--- src/rtl/regfile_read_arbiter_if.sv ---
// Requester-side bus of the register-file read arbiter: request, grant and
// one-cycle-delayed read response, flattened over NREQ requesters.
interface regfile_read_arbiter_if #(
  parameter int NREQ = 4
);
  logic [NREQ-1:0]   req_valid;
  logic [NREQ-1:0]   req_lock;
  logic [5*NREQ-1:0] req_addr;
  logic [NREQ-1:0]   req_ready;
  logic [NREQ-1:0]   rsp_valid;
  logic [31:0]       rsp_data;

  modport master (
    output req_valid, req_lock, req_addr,
    input  req_ready, rsp_valid, rsp_data
  );

  modport slave (
    input  req_valid, req_lock, req_addr,
    output req_ready, rsp_valid, rsp_data
  );
endinterface

--- src/rtl/regfile_read_arbiter.sv ---
// Round-robin arbiter with bounded locking that shares one 32x32 register-file read mux.
// Optional per-requester grant counters are compiled in with `REGFILE_ARB_STATS_EN.
module regfile_read_arbiter #(
  parameter int NREQ     = 4,
  parameter int LOCK_MAX = 8
) (
  input  logic                  clk,
  input  logic                  reset,
  regfile_read_arbiter_if.slave bus,
  output logic [4:0]            mux_address,
  input  logic [31:0]           mux_out,
  output logic                  lock_active
`ifdef REGFILE_ARB_STATS_EN
  ,
  input  logic [2:0]            stat_sel,
  input  logic                  stat_clr,
  output logic [15:0]           stat_count
`endif
);

  localparam int PTR_W = (NREQ > 1) ? $clog2(NREQ) : 1;
  localparam logic [0:0] ST_ARB  = 1'b0;
  localparam logic [0:0] ST_LOCK = 1'b1;

  logic [0:0]       state, state_nxt;
  logic [PTR_W-1:0] ptr, ptr_nxt, owner, owner_nxt;
  logic [7:0]       lock_cnt, lock_cnt_nxt;

  logic             forced, arb_mode, grant_p0;
  logic [PTR_W-1:0] base, win_p0, cand;
  logic [NREQ-1:0]  ready_p0;
  logic [4:0]       addr_arr [NREQ];

  logic [NREQ-1:0]  rsp_vld_p1;
  logic [31:0]      rsp_data_p1;

  function automatic logic [PTR_W-1:0] wrap_inc(input logic [PTR_W-1:0] i);
    wrap_inc = (int'(i) == NREQ - 1) ? '0 : i + 1'b1;
  endfunction

  for (genvar g = 0; g < NREQ; g++) begin : g_addr
    assign addr_arr[g] = bus.req_addr[5*g +: 5];
  end

  // Stage p0: pick the winner and drive the shared mux address
  always_comb begin
    // Hitting the lock limit behaves like a release, but search resumes after the owner
    forced   = (state == ST_LOCK) && (lock_cnt >= 8'(LOCK_MAX));
    arb_mode = (state == ST_ARB) || forced || !bus.req_lock[owner];
    base     = forced ? wrap_inc(owner) : ptr;
    grant_p0 = 1'b0;
    win_p0   = owner;
    cand     = '0;
    if (!reset) begin
      if (arb_mode) begin
        for (int k = 0; k < NREQ; k++) begin
          cand = PTR_W'((int'(base) + k) % NREQ);
          if (!grant_p0 && bus.req_valid[cand]) begin
            grant_p0 = 1'b1;
            win_p0   = cand;
          end
        end
      end else begin
        grant_p0 = bus.req_valid[owner];
      end
    end
    ready_p0    = '0;
    mux_address = 5'd0;
    if (grant_p0) begin
      ready_p0[win_p0] = 1'b1;
      mux_address      = addr_arr[win_p0];
    end
  end

  always_comb begin
    state_nxt    = state;
    ptr_nxt      = ptr;
    owner_nxt    = owner;
    lock_cnt_nxt = lock_cnt;
    if (arb_mode) begin
      ptr_nxt = grant_p0 ? wrap_inc(win_p0) : base;
      if (grant_p0 && bus.req_lock[win_p0]) begin
        state_nxt    = ST_LOCK;
        owner_nxt    = win_p0;
        lock_cnt_nxt = 8'd1;
      end else begin
        state_nxt    = ST_ARB;
        lock_cnt_nxt = 8'd0;
      end
    end else begin
      state_nxt    = ST_LOCK;
      lock_cnt_nxt = lock_cnt + 8'd1;
      if (grant_p0) ptr_nxt = wrap_inc(owner);
    end
  end

  // Stage p1: registered read response
  always_ff @(posedge clk) begin
    if (reset) begin
      state       <= ST_ARB;
      ptr         <= '0;
      owner       <= '0;
      lock_cnt    <= 8'd0;
      rsp_vld_p1  <= '0;
      rsp_data_p1 <= 32'd0;
    end else begin
      state      <= state_nxt;
      ptr        <= ptr_nxt;
      owner      <= owner_nxt;
      lock_cnt   <= lock_cnt_nxt;
      rsp_vld_p1 <= ready_p0;
      if (grant_p0) rsp_data_p1 <= mux_out;
    end
  end

  assign bus.req_ready = ready_p0;
  assign bus.rsp_valid = rsp_vld_p1;
  assign bus.rsp_data  = rsp_data_p1;
  assign lock_active   = (state == ST_LOCK);

`ifdef REGFILE_ARB_STATS_EN
  logic [15:0] stat_cnt [NREQ];

  function automatic logic [15:0] sat_inc(input logic [15:0] v);
    sat_inc = (v == 16'hFFFF) ? v : v + 16'd1;
  endfunction

  always_ff @(posedge clk) begin
    for (int i = 0; i < NREQ; i++) begin
      if (reset || stat_clr)
        stat_cnt[i] <= 16'd0;
      else if (grant_p0 && (int'(win_p0) == i))
        stat_cnt[i] <= sat_inc(stat_cnt[i]);
    end
  end

  always_comb begin
    stat_count = 16'd0;
    for (int i = 0; i < NREQ; i++)
      if (int'(stat_sel) == i) stat_count = stat_cnt[i];
  end
`endif

endmodule

--- src/flat_wrapper.sv ---
// flat-port wrapper written by rule: the top's interface ports become plain ports
module regfile_read_arbiter_flat 
#(
  parameter int NREQ     = 4,
  parameter int LOCK_MAX = 8
)
  (clk, reset, mux_address, mux_out, lock_active, bus_req_valid, bus_req_lock, bus_req_addr, bus_req_ready, bus_rsp_valid, bus_rsp_data);
  regfile_read_arbiter_if #(.NREQ(NREQ)) bus_i ();
  input  logic clk;
  input  logic reset;
  output logic [4:0] mux_address;
  input  logic [31:0] mux_out;
  output logic lock_active;
  input wire logic [$bits(bus_i.req_valid)-1:0] bus_req_valid;
  input wire logic [$bits(bus_i.req_lock)-1:0] bus_req_lock;
  input wire logic [$bits(bus_i.req_addr)-1:0] bus_req_addr;
  output wire logic [$bits(bus_i.req_ready)-1:0] bus_req_ready;
  output wire logic [$bits(bus_i.rsp_valid)-1:0] bus_rsp_valid;
  output wire logic [$bits(bus_i.rsp_data)-1:0] bus_rsp_data;
  assign bus_i.req_valid = bus_req_valid;
  assign bus_i.req_lock = bus_req_lock;
  assign bus_i.req_addr = bus_req_addr;
  assign bus_req_ready = bus_i.req_ready;
  assign bus_rsp_valid = bus_i.rsp_valid;
  assign bus_rsp_data = bus_i.rsp_data;
  regfile_read_arbiter #(.NREQ(NREQ), .LOCK_MAX(LOCK_MAX)) u_core (.clk(clk), .reset(reset), .bus(bus_i), .mux_address(mux_address), .mux_out(mux_out), .lock_active(lock_active));
endmodule
--- config.mk ---
export PLATFORM = sky130hd
export DESIGN_NAME = regfile_read_arbiter_flat
export DESIGN_NICKNAME = d
export VERILOG_FILES = /design/src/rtl/regfile_read_arbiter_if.sv /design/src/rtl/regfile_read_arbiter.sv /design/src/flat_wrapper.sv
export SDC_FILE = /design/constraint.sdc
export NUM_CORES = 1
export LEC_CHECK = 0
export BUFFER_PORTS_ARGS = -buffer_cell sky130_fd_sc_hd__buf_2
export CAP_MARGIN = 20
export CORE_MARGIN = 2
export CORE_UTILIZATION = 51
export DETAILED_ROUTE_END_ITERATION = 8
export MAX_ROUTING_LAYER = met4
export PLACE_DENSITY = 0.85
export SLEW_MARGIN = 10
export SYNTH_ARGS = -nofsm -noshare
export SYNTH_HDL_FRONTEND = slang
export SYNTH_SLANG_ARGS = --single-unit
--- constraint.sdc ---
create_clock -name clk -period 5.9 [get_ports clk]
set_clock_uncertainty 0.05 [all_clocks]
set_input_delay 1.18 -clock clk [delete_from_list [all_inputs] [get_ports clk]]
set_output_delay 1.18 -clock clk [all_outputs]
set_load 0.02 [all_outputs]
Word-level counts from Yosys, hierarchy flattened
Index checks and enable logic that the tools add are counted.
{"block": "totals", "elab_cells": 88, "inputBits": 62, "out_inout_bits": 46, "reg_bits": 49}
{"block": "classes", "addsub": 6, "n_lt_le_gt_ge": 9, "eq_ne": 2, "n_mux": 49, "n_bitwise": 2, "reduce_logical": 14}
{"op": "2-to-1 mux 2 bit", "n": 12}
{"op": "2-to-1 mux 1 bit", "n": 23}
{"op": "< comparator 2 x 3 -> 1 bit (second input constant)", "n": 6}
{"op": "2-to-1 mux 5 bit", "n": 3}
{"op": "binary-select mux 1 bit (select 2 bit)", "n": 7}
{"op": "binary-select mux 5 bit (select 2 bit)", "n": 1}
{"op": "adder 8 x 1 -> 8 bit (second input constant)", "n": 1}
{"op": "greater-or-equal comparator 8 x 4 -> 1 bit (second input constant)", "n": 1}
{"op": "2-to-1 mux 8 bit", "n": 1}
{"op": "adder 2 x 1 -> 2 bit (second input constant)", "n": 3}
{"op": "logical AND 1 bit", "n": 6}
{"op": "adder 2 bit (second input constant)", "n": 2}
{"op": "== test 2 x 1 -> 1 bit (second input constant)", "n": 2}
{"op": "logical NOT 1 bit", "n": 4}
{"op": "2-to-1 mux 4 bit", "n": 1}
{"op": "greater-or-equal comparator 3 bit (second input constant)", "n": 1}
{"op": "NOT 2 -> 3 bit", "n": 1}
{"op": "demux 1 bit (select 2 bit)", "n": 1}
{"op": "greater-or-equal comparator 2 x 1 -> 1 bit (second input constant)", "n": 1}
{"op": "logical OR 1 bit", "n": 2}
{"op": "AND reduction 2 bit", "n": 1}
{"op": "nonzero test 2 bit", "n": 1}
{"op": "NOT 1 bit", "n": 1}

Logic depth before layout (Yosys ltp)
Gate-level depths: netlist of the first run.
{"block": "logic_depth", "word_depth": 28, "ltp_mapped": 16}

Worst setup path before layout of the first run
No wires, ideal clock.
{"block": "synth_path", "kind": "input to output", "from": "input bus_req_lock[3]", "to": "output mux_address[0]", "n_path_buf": 1, "t_arrival_ps": 3478, "stages": 9, "slack_ps": 1192, "t_required_ps": 4670, "cell_sequence": "mux4_2 > nand4_2 > nand2b_1 > a311o_1 > a211o_1 > a22o_1 > buf_6 > mux4_2 > and2_1"}
{"block": "synth_between", "elab_chain_len": 11, "elab_cells_between_ends": 13, "cone_classes": "10 x mux; 1 x bitwise; 2 x reduce/logical"}
{"item": "start, declared", "line_no": "flat_wrapper.sv:15", "source": "input wire logic [$bits(bus_i.req_lock)-1:0] bus_req_lock;"}
{"item": "binary-select mux 1 bit (select 2 bit) *", "line_no": "regfile_read_arbiter.sv:49", "source": "arb_mode = (state == ST_ARB) || forced || !bus.req_lock[owner];"}
{"item": "2-to-1 mux 1 bit (implied by the code) *", "line_no": "regfile_read_arbiter.sv:49"}
{"item": "logical NOT 1 bit *", "line_no": "regfile_read_arbiter.sv:49"}
{"item": "logical OR 1 bit *", "line_no": "regfile_read_arbiter.sv:49"}
{"item": "2-to-1 mux 2 bit", "line_no": "regfile_read_arbiter.sv:55", "source": "if (arb_mode) begin"}
{"item": "2-to-1 mux 2 bit", "line_no": "regfile_read_arbiter.sv:54", "source": "if (!reset) begin"}
{"item": "NOT 2 -> 3 bit (implied by the code)", "line_no": "regfile_read_arbiter.sv:71", "source": "mux_address = addr_arr[win_p0];"}
{"item": "binary-select mux 5 bit (select 2 bit)", "line_no": "regfile_read_arbiter.sv:71"}
{"item": "2-to-1 mux 5 bit (implied by the code) (2 in series)", "line_no": "regfile_read_arbiter.sv:71"}
{"item": "2-to-1 mux 5 bit *", "line_no": "regfile_read_arbiter.sv:69", "source": "if (grant_p0) begin"}
{"item": "end, declared", "line_no": "flat_wrapper.sv:11", "source": "output logic [4:0] mux_address;"}
Every way passes the cells marked *; elsewhere a longest branch is shown, timed or not. The select of a mux whose other input is x is not followed.

Worst setup path in the final report of the first run
{"block": "layout_path", "from": "register u_core.owner[0]", "to": "output mux_address[0]"}
{"block": "layout_between", "elab_chain_len": 28, "elab_cells_between_ends": 50, "cone_classes": "4 x add/sub; 1 x eq/ne; 36 x mux; 1 x bitwise; 8 x reduce/logical"}
{"item": "start, declared", "line_no": "regfile_read_arbiter.sv:26", "source": "logic [PTR_W-1:0] ptr, ptr_nxt, owner, owner_nxt;"}
{"item": "start signal, assigned", "line_no": "regfile_read_arbiter.sv:109", "source": "owner <= owner_nxt;"}
{"item": "adder 2 x 1 -> 2 bit or == test 2 x 1 -> 1 bit (tied branches)", "line_no": "regfile_read_arbiter.sv:38", "source": "wrap_inc = (int'(i) == NREQ - 1) ? '0 : i + 1'b1;"}
{"item": "2-to-1 mux 2 bit", "line_no": "regfile_read_arbiter.sv:38"}
{"item": "2-to-1 mux 2 bit", "line_no": "regfile_read_arbiter.sv:50", "source": "base = forced ? wrap_inc(owner) : ptr;"}
{"item": "binary-select mux 1 bit (select 2 bit)", "line_no": "regfile_read_arbiter.sv:58", "source": "if (!grant_p0 && bus.req_valid[cand]) begin"}
{"item": "2-to-1 mux 1 bit (implied by the code)", "line_no": "regfile_read_arbiter.sv:58"}
{"item": "2-to-1 mux 1 bit", "line_no": "regfile_read_arbiter.sv:58"}
{"item": "2-to-1 mux 1 bit", "line_no": "regfile_read_arbiter.sv:55"}
{"item": "2-to-1 mux 1 bit", "line_no": "regfile_read_arbiter.sv:54"}
{"item": "[11 not listed]"}
{"item": "logical AND 1 bit", "line_no": "regfile_read_arbiter.sv:58"}
{"item": "2-to-1 mux 2 bit", "line_no": "regfile_read_arbiter.sv:58"}
{"item": "2-to-1 mux 2 bit", "line_no": "regfile_read_arbiter.sv:55"}
{"item": "2-to-1 mux 2 bit", "line_no": "regfile_read_arbiter.sv:54"}
{"item": "NOT 2 -> 3 bit (implied by the code)", "line_no": "regfile_read_arbiter.sv:71"}
{"item": "binary-select mux 5 bit (select 2 bit)", "line_no": "regfile_read_arbiter.sv:71"}
{"item": "2-to-1 mux 5 bit (implied by the code) (2 in series)", "line_no": "regfile_read_arbiter.sv:71"}
{"item": "2-to-1 mux 5 bit *", "line_no": "regfile_read_arbiter.sv:69"}
Marked as above.

==> metrics.md, run 1 <==
| Metric | Value |
|---|---|
| Status | finished, final reports clean |
| Final Hold Viols | 0 |
| Area fraction of the dominant cell type after synthesis | between 30% and 40% |
| Total Routed Length | roughly 6300 um |
| Post-Syn Instances | around 300 |
| Dpl cells | between 400 and 500 |
| Synth area leaders | dfxtp_1 (39%), nand2_1 (11%), a21oi_1 (8.0%), mux4_2 (7.2%), ha_1 (3.5%) |
| Avg Inst Size Synth | about 8.4 um^2 |
| Max-slew violations | 0 |
| Die X | 74.17 um |
| Total GRT Usage | roughly 25% |
| Area growth from synthesis to layout | 28.50% |
| Final setup vio count | 0 |
| Ports | 108 |
| GRT Residual Overflow | 0 |
| Synthesis Warnings | 0 |
| DR WL met3 | roughly 310 um |
| Period utilization | ~87% |
| PostCTS Resize Cnt | 0 |
| Die Y | roughly 74 um |
| Number of antenna violations at the first check in global routing | 0 |
| CTS HTree Levels | 2 |
| Clock Root Buffer | clkbuf_8 |
| Rows | 25 |
| Vias in the first global route | about 2400 |
| Cell variety after synth | 53 |
| First-pass GRT wire length | ~10000 um |
| Met1 Routed Length | approximately 2600 um |
| Startpoint class of the critical path | register |
| Total power draw | approximately 950 uW |
| Reg clk slew, reported paths | 0.09 ns |
| HPWL Detailed | ~4700 um |
| Slew headroom | a little under half |
| Register area share after synthesis | 39.06% |
| Diode count | 0 |
| Post-CTS setup buffer count | 0 |
| GPL Wtd Cong | 0.9215 |
| Vias | 2453 |
| Clock Path Buffers | 2 |
| Initial Util | between 50 and 60% |
| Hold WC Path Type | reg -> reg |
| Met2 wire len | ~3200 um |
| CTS tree | done |
| # Max-Cap Violations | 0 |
| Most common cell in the netlist | nand2_1 |
| Drt first pass iters | 4 |
| CP cell instances | ha_1 > nand2_1 > a21oi_1 > nor2_1 > a32oi_1 > nor3_1 > a211o_1 > a22o_1 > mux4_2 > and2_1 > buf_2 |
| Core area | ~0.0047 mm^2 |
| CP required | 4.67 ns |
| Top layer in use | met4 |
| Worst-margin pin slew | between 0.8 and 0.9 ns |
| Final instance area | roughly 0.0032 mm^2 |
| Die area | roughly 0.0055 mm^2 |
| Flops & latches, synth | slightly below 50 |
| Post-Layout Cell Count | approximately 470 |
| # clock sinks | a little under 50 |
| Hold buffers post-CTS | 0 |
| DR DRC count | 0 |
| Final worst setup slack | 0.7605 ns |
| DRT iter0 DRCs | between 60 and 70 |
| Clock Latency Late Sink | 0.30 ns |
| Nature of the critical path endpoint | output port |
| Peak VDD IR | ~0.00020 V |
| Commonest cells in the netlist | nand2_1 (72), dfxtp_1 (49), a21oi_1 (40), clkbuf_1 (18), nor2_1 (14) |
| Max Fclk | 0.1946 GHz |
| Ys async rst share | 0% |
| PortBufs | around 110 |
| Layout cells sized above 1 | 35.59% |
| Unrepaired setup endpoints after global routing | no |
| Post-synth EDFFs | 0 |
| Setup tns final | 0 ns |
| Largest delay contributor family on the critical path | simple AND/OR/NAND/NOR gates |
| Critical path class | reg -> out |
| Final ANT Viol Nets | 0 |
| Ys flop type | dfxtp_1 |
| WP buf/inv | 1 |
| P_leak | ~1.5 nW |
| CP arrival | between 3 and 4 ns |
| Pre-CTS setup slack | approximately 0.8 ns |
| Max FO, Critical Path | 11 |
| Total CTS buffers | 5 |
| Yosys top cell by area | dfxtp_1 |
| WL/cell | 13.56 um |
| Fin crit period | about 5.1 ns |
| Max stage delay on crit path | approximately 0.6 ns |
| Final Core Density | between 60% and 70% |
| Number of vias per cell | about 5.3 |
| Final Hold Slack | about 0.40 ns |
| Mapped Area | 0.002511 mm^2 |
| Worst path slowest cell | dfxtp_1 |
| Largest net degree at the start of global routing | 44 |
| Post-place instance area | 0.003087 mm^2 |
| Power per cell area | between 200 and 300 mW/mm^2 |
| Nets | 467 |
worst min-delay path, delay by kind of cell, from the launching register on:
kind	cells	cell delay, ns
flip-flops	1	0.31
AO/OA/AOI/OAI	1	0.05
AND/OR/NAND/NOR	1	0.05
metal layers:
| layer | vias to the layer above | global-route usage [%] |
|---|---|---|
| met1 | 1138 | 28.21 |
| met3 | 15 | 4.065 |
| met2 | 74 | 41.77 |
| met4 | 0 | 11.31 |
| met5 | - | - |
| li1 | 1226 | - |
final timing paths:
check | start | end | slack [ns] | depth (start not counted)
max | u_core.owner[0] | mux_address[0] | 0.76 | 11
max reg2reg | u_core.owner[0] | u_core.ptr[1] | 2.08 | 14
min reg2reg | u_core.bus.rsp_data[18] | u_core.bus.rsp_data[18] | 0.40 | 2
min | u_core.bus.rsp_data[18] | u_core.bus.rsp_data[18] | 0.40 | 2
final cells by class:
| type | count | area, um^2 |
|---|---|---|
| inverters | 7 | 28.78 |
| fillers | 384 | 1496 |
| well taps | 67 | 83.83 |
| clock inverters | 3 | 43.79 |
| flip-flops and latches | 49 | 980.9 |
| repair buffers | 112 | 593.1 |
| multi-input cells | 223 | 1428 |
| clock buffers | 5 | 68.82 |
cell families (layout without fill, tap and decap cells):
family / count (synthesis) / after routing / share of synthesized area, %
other cells: 1 / 4 / 0.1493
fa+ha+maj: 7 / 7 / 3.488
mux: 13 / 13 / 9.218
xor+xnor: 2 / 2 / 0.6977
compound gates: 69 / 69 / 18.24
buf+inv: 30 / 127 / 5.032
simple gates: 128 / 128 / 24.12
flops: 49 / 49 / 39.06
report_power, final:
group          switching, mW  internal [mW]  leakage, nW
sequential            0.0203          0.358        0.404
combinational          0.189          0.143         1.05
clock                  0.114          0.127       0.0585
sequential cells by signal, indices dropped and copies added, names as in the netlist:
register              flops
u_core.bus.rsp_data      32
u_core.lock_cnt           8
u_core.bus.rsp_valid      4
u_core.owner              2
u_core.ptr                2
u_core.lock_active        1
layout by cell type, fill, tap and decap left out, drive strengths merged, types with 3 or more instances in the layout:
cell type / n
nand2b: 4
dfxtp: 49
ha: 7
mux2i: 4
nor3: 6
a211o: 3
a211oi: 5
buf: 112
nand2: 72
nor2: 16
conb: 4
clkbuf: 5
a21oi: 40
o21ai: 5
inv: 8
mux4: 8
and2: 13
(Power assumes the default switching activity.)
==> inputs of run 2 (changes only) <==
--- a/config.mk
+++ b/config.mk
@@ -8,8 +8,6 @@
 export BUFFER_PORTS_ARGS = -buffer_cell sky130_fd_sc_hd__buf_2
-export CAP_MARGIN = 20
 export CORE_MARGIN = 2
-export CORE_UTILIZATION = 51
+export CORE_UTILIZATION = 35
 export DETAILED_ROUTE_END_ITERATION = 8
 export MAX_ROUTING_LAYER = met4
-export PLACE_DENSITY = 0.85
 export SLEW_MARGIN = 10
--- a/constraint.sdc
+++ b/constraint.sdc
@@ -4,2 +4,2 @@
 set_output_delay 1.18 -clock clk [all_outputs]
-set_load 0.02 [all_outputs]
+set_load 0.1 [all_outputs]
==> metrics.md, run 2 (synthesis results as in run 1) <==
| Metric | Value |
|---|---|
| Status | finished, final reports clean |
| Post-Layout Cell Count | between 400 and 500 |
| Total CTS buffers | 5 |
| Hold Path Depth | 2 |
| Reg power frac | a little over a third |
| Nets | approximately 470 |
| Core area | between 0.006 and 0.007 mm^2 |
| Final worst setup slack | approximately 0.67 ns |
| Clock Path Buffers | 2 |
| Die X | around 89 um |
| Sw Pwr | between 500 and 600 uW |
| RR Endpoint | u_core.owner[1] |
| Peak VDD IR | 0.0001297 V |
| DRT iter0 DRCs | 88 |
| Final Hold Viols | 0 |
| Startpoint class of the critical path | primary input |
| PostCTS Resize Cnt | 0 |
| Critical path class | in -> out |
| End of the worst hold path | u_core.bus.rsp_data[18] |
| Setup tns final | 0 ns |
| Fin crit period | ~5.2 ns |
| PortBufs | ~110 |
| Total GRT Usage | between 10% and 20% |
| Max FO, Critical Path | 11 |
| Power per cell area | ~340 mW/mm^2 |
| Commonest non-fill, non-tap cell in the layout | buf_2 |
| Number of vias per cell | around 4.8 |
| CTS tree | done |
| Most frequent cells in the layout | buf_2 (107), nand2_1 (72), dfxtp_1 (49) |
| Max FFs per register | 32 |
| Final setup vio count | 0 |
| GPL Wtd Cong | 0.8962 |
| Internal power | 584.9 uW |
| WL/cell | ~13 um |
| CTS HTree Levels | 2 |
| Drt first pass iters | 4 |
| First-pass GRT wire length | 10450 um |
| Worst-margin pin slew | between 0.7 and 0.8 ns |
| Area growth from synthesis to layout | 28.30% |
| Comb power frac | between 40 and 50% |
| Met2 wire len | 3109 um |
| Initial Util | ~37% |
| Hold buffers post-CTS | 0 |
| Dpl cells | 488 |
| P_leak | ~1.5 nW |
| Final ANT Viol Nets | 0 |
| Clock power share | approximately 17% |
| Vias | approximately 2400 |
| Die Y | between 80 and 90 um |
| Hold path startpoint | u_core.bus.rsp_data[18] |
| CP arrival | about 4 ns |
| Clock Root Buffer | clkbuf_8 |
| Nature of the critical path endpoint | output port |
| Diode count | 0 |
| GRT Residual Overflow | 0 |
| Unrepaired setup endpoints after global routing | no |
| DR DRC count | 0 |
| Switching Share | between 40% and 50% |
| Reg clk slew, reported paths | 0.09 ns |
| Layout cells sized above 1 | roughly a third |
| DR WL met3 | around 330 um |
| # Max-Cap Violations | 0 |
| CP required | between 4 and 5 ns |
| Ports | 108 |
| Pre-CTS setup slack | ~0.63 ns |
| Hold WC Path Type | reg -> reg |
| Period utilization | between 80% and 90% |
| Post-CTS setup buffer count | 0 |
| HPWL Detailed | 4646 um |
| Max-slew violations | 0 |
| Setup slack, reg-to-reg | between 2 and 2.5 ns |
| FF-to-FF Start | u_core.owner[0] |
| Met1 Routed Length | just under 3000 um |
| Largest net degree at the start of global routing | 44 |
| # clock sinks | slightly below 50 |
| Max Fclk | roughly 0.19 GHz |
| Final Hold Slack | 0.4036 ns |
| Die area | about 0.0079 mm^2 |
| Worst reg-to-reg path cell count | 11 |
| Slew headroom | roughly half |
| Top layer in use | met4 |
| Rows | 30 |
| Clock Latency Late Sink | roughly 0.29 ns |
| Number of antenna violations at the first check in global routing | 0 |
| Vias in the first global route | 2250 |
| Total Routed Length | 6391 um |
run 2: changes by cell type in the layout (fill, tap and decap cells not counted):
| cell | change |
|---|---|
| buf_4 | +2 |
| inv_6 | -1 |
| clkinvlp_4 | +1 |
| clkbuf_1 | +2 |
| clkinv_2 | -1 |
| bufinv_16 | -1 |
| buf_16 | -1 |
run 2: per-layer routing:
layer / track usage, % / vias to the layer above
met3: 4.198 / 5
li1: - / 1225
met4: 4.683 / 0
met5: - / -
met2: 27.61 / 64
met1: 21.88 / 1109
run 2: cell type report:
| type | instances | area [um^2] |
|---|---|---|
| Tap cell | 96 | 120.1 |
| Sequential cell | 49 | 980.9 |
| Multi-Input combinational cell | 223 | 1428 |
| Clock inverter | 1 | 7.507 |
| Timing Repair Buffer | 113 | 580.6 |
| Inverter | 7 | 28.78 |
| Clock buffer | 7 | 76.32 |
| Fill cell | 679 | 3647 |
run 2: stage by stage:
| step | instance area, um^2 | utilization, % | power (mW) |
|---|---|---|---|
| 2_1_floorplan | 2522 | - | 0.8195 |
| 3_3_place_gp | 3138 | 45.68 | 0.9059 |
| 3_5_place_dp | 3138 | 45.68 | 0.9087 |
| 4_1_cts | 3222 | 46.90 | 1.101 |
| 5_1_grt | 3222 | 46.90 | 1.153 |
| 6_report | 3222 | 46.90 | 1.090 |
run 2: critical path, cell delays in order:
cell	delay, ns
buf_2	0.12
mux4_2	0.47
nand4_2	0.11
nand2b_1	0.14
nor2_1	0.17
o21ai_0	0.09
o21ai_0	0.18
a22o_1	0.53
mux4_2	0.57
and2_1	0.17
buf_2	0.28
run 2: how the worst max path moves through the flow:
stage | from | to | depth (start not counted)
2_1_floorplan | bus_req_lock[3] | mux_address[0] | 9
3_3_place_gp | bus_req_lock[3] | mux_address[2] | 10
3_5_place_dp | bus_req_lock[3] | mux_address[3] | 11
4_1_cts | bus_req_lock[3] | mux_address[3] | 11
5_1_grt | bus_req_lock[3] | mux_address[0] | 11
6_report | bus_req_lock[3] | mux_address[3] | 11
run 2: power by group through the flow:
stage | Combinational (mW) | Clock [mW] | Sequential [mW]
floorplan | 0.300 | 0 | 0.519
global placement | 0.521 | 0 | 0.385
detailed placement | 0.523 | 0 | 0.386
global route | 0.553 | 0.217 | 0.383
CTS | 0.524 | 0.199 | 0.378
finish | 0.522 | 0.190 | 0.378
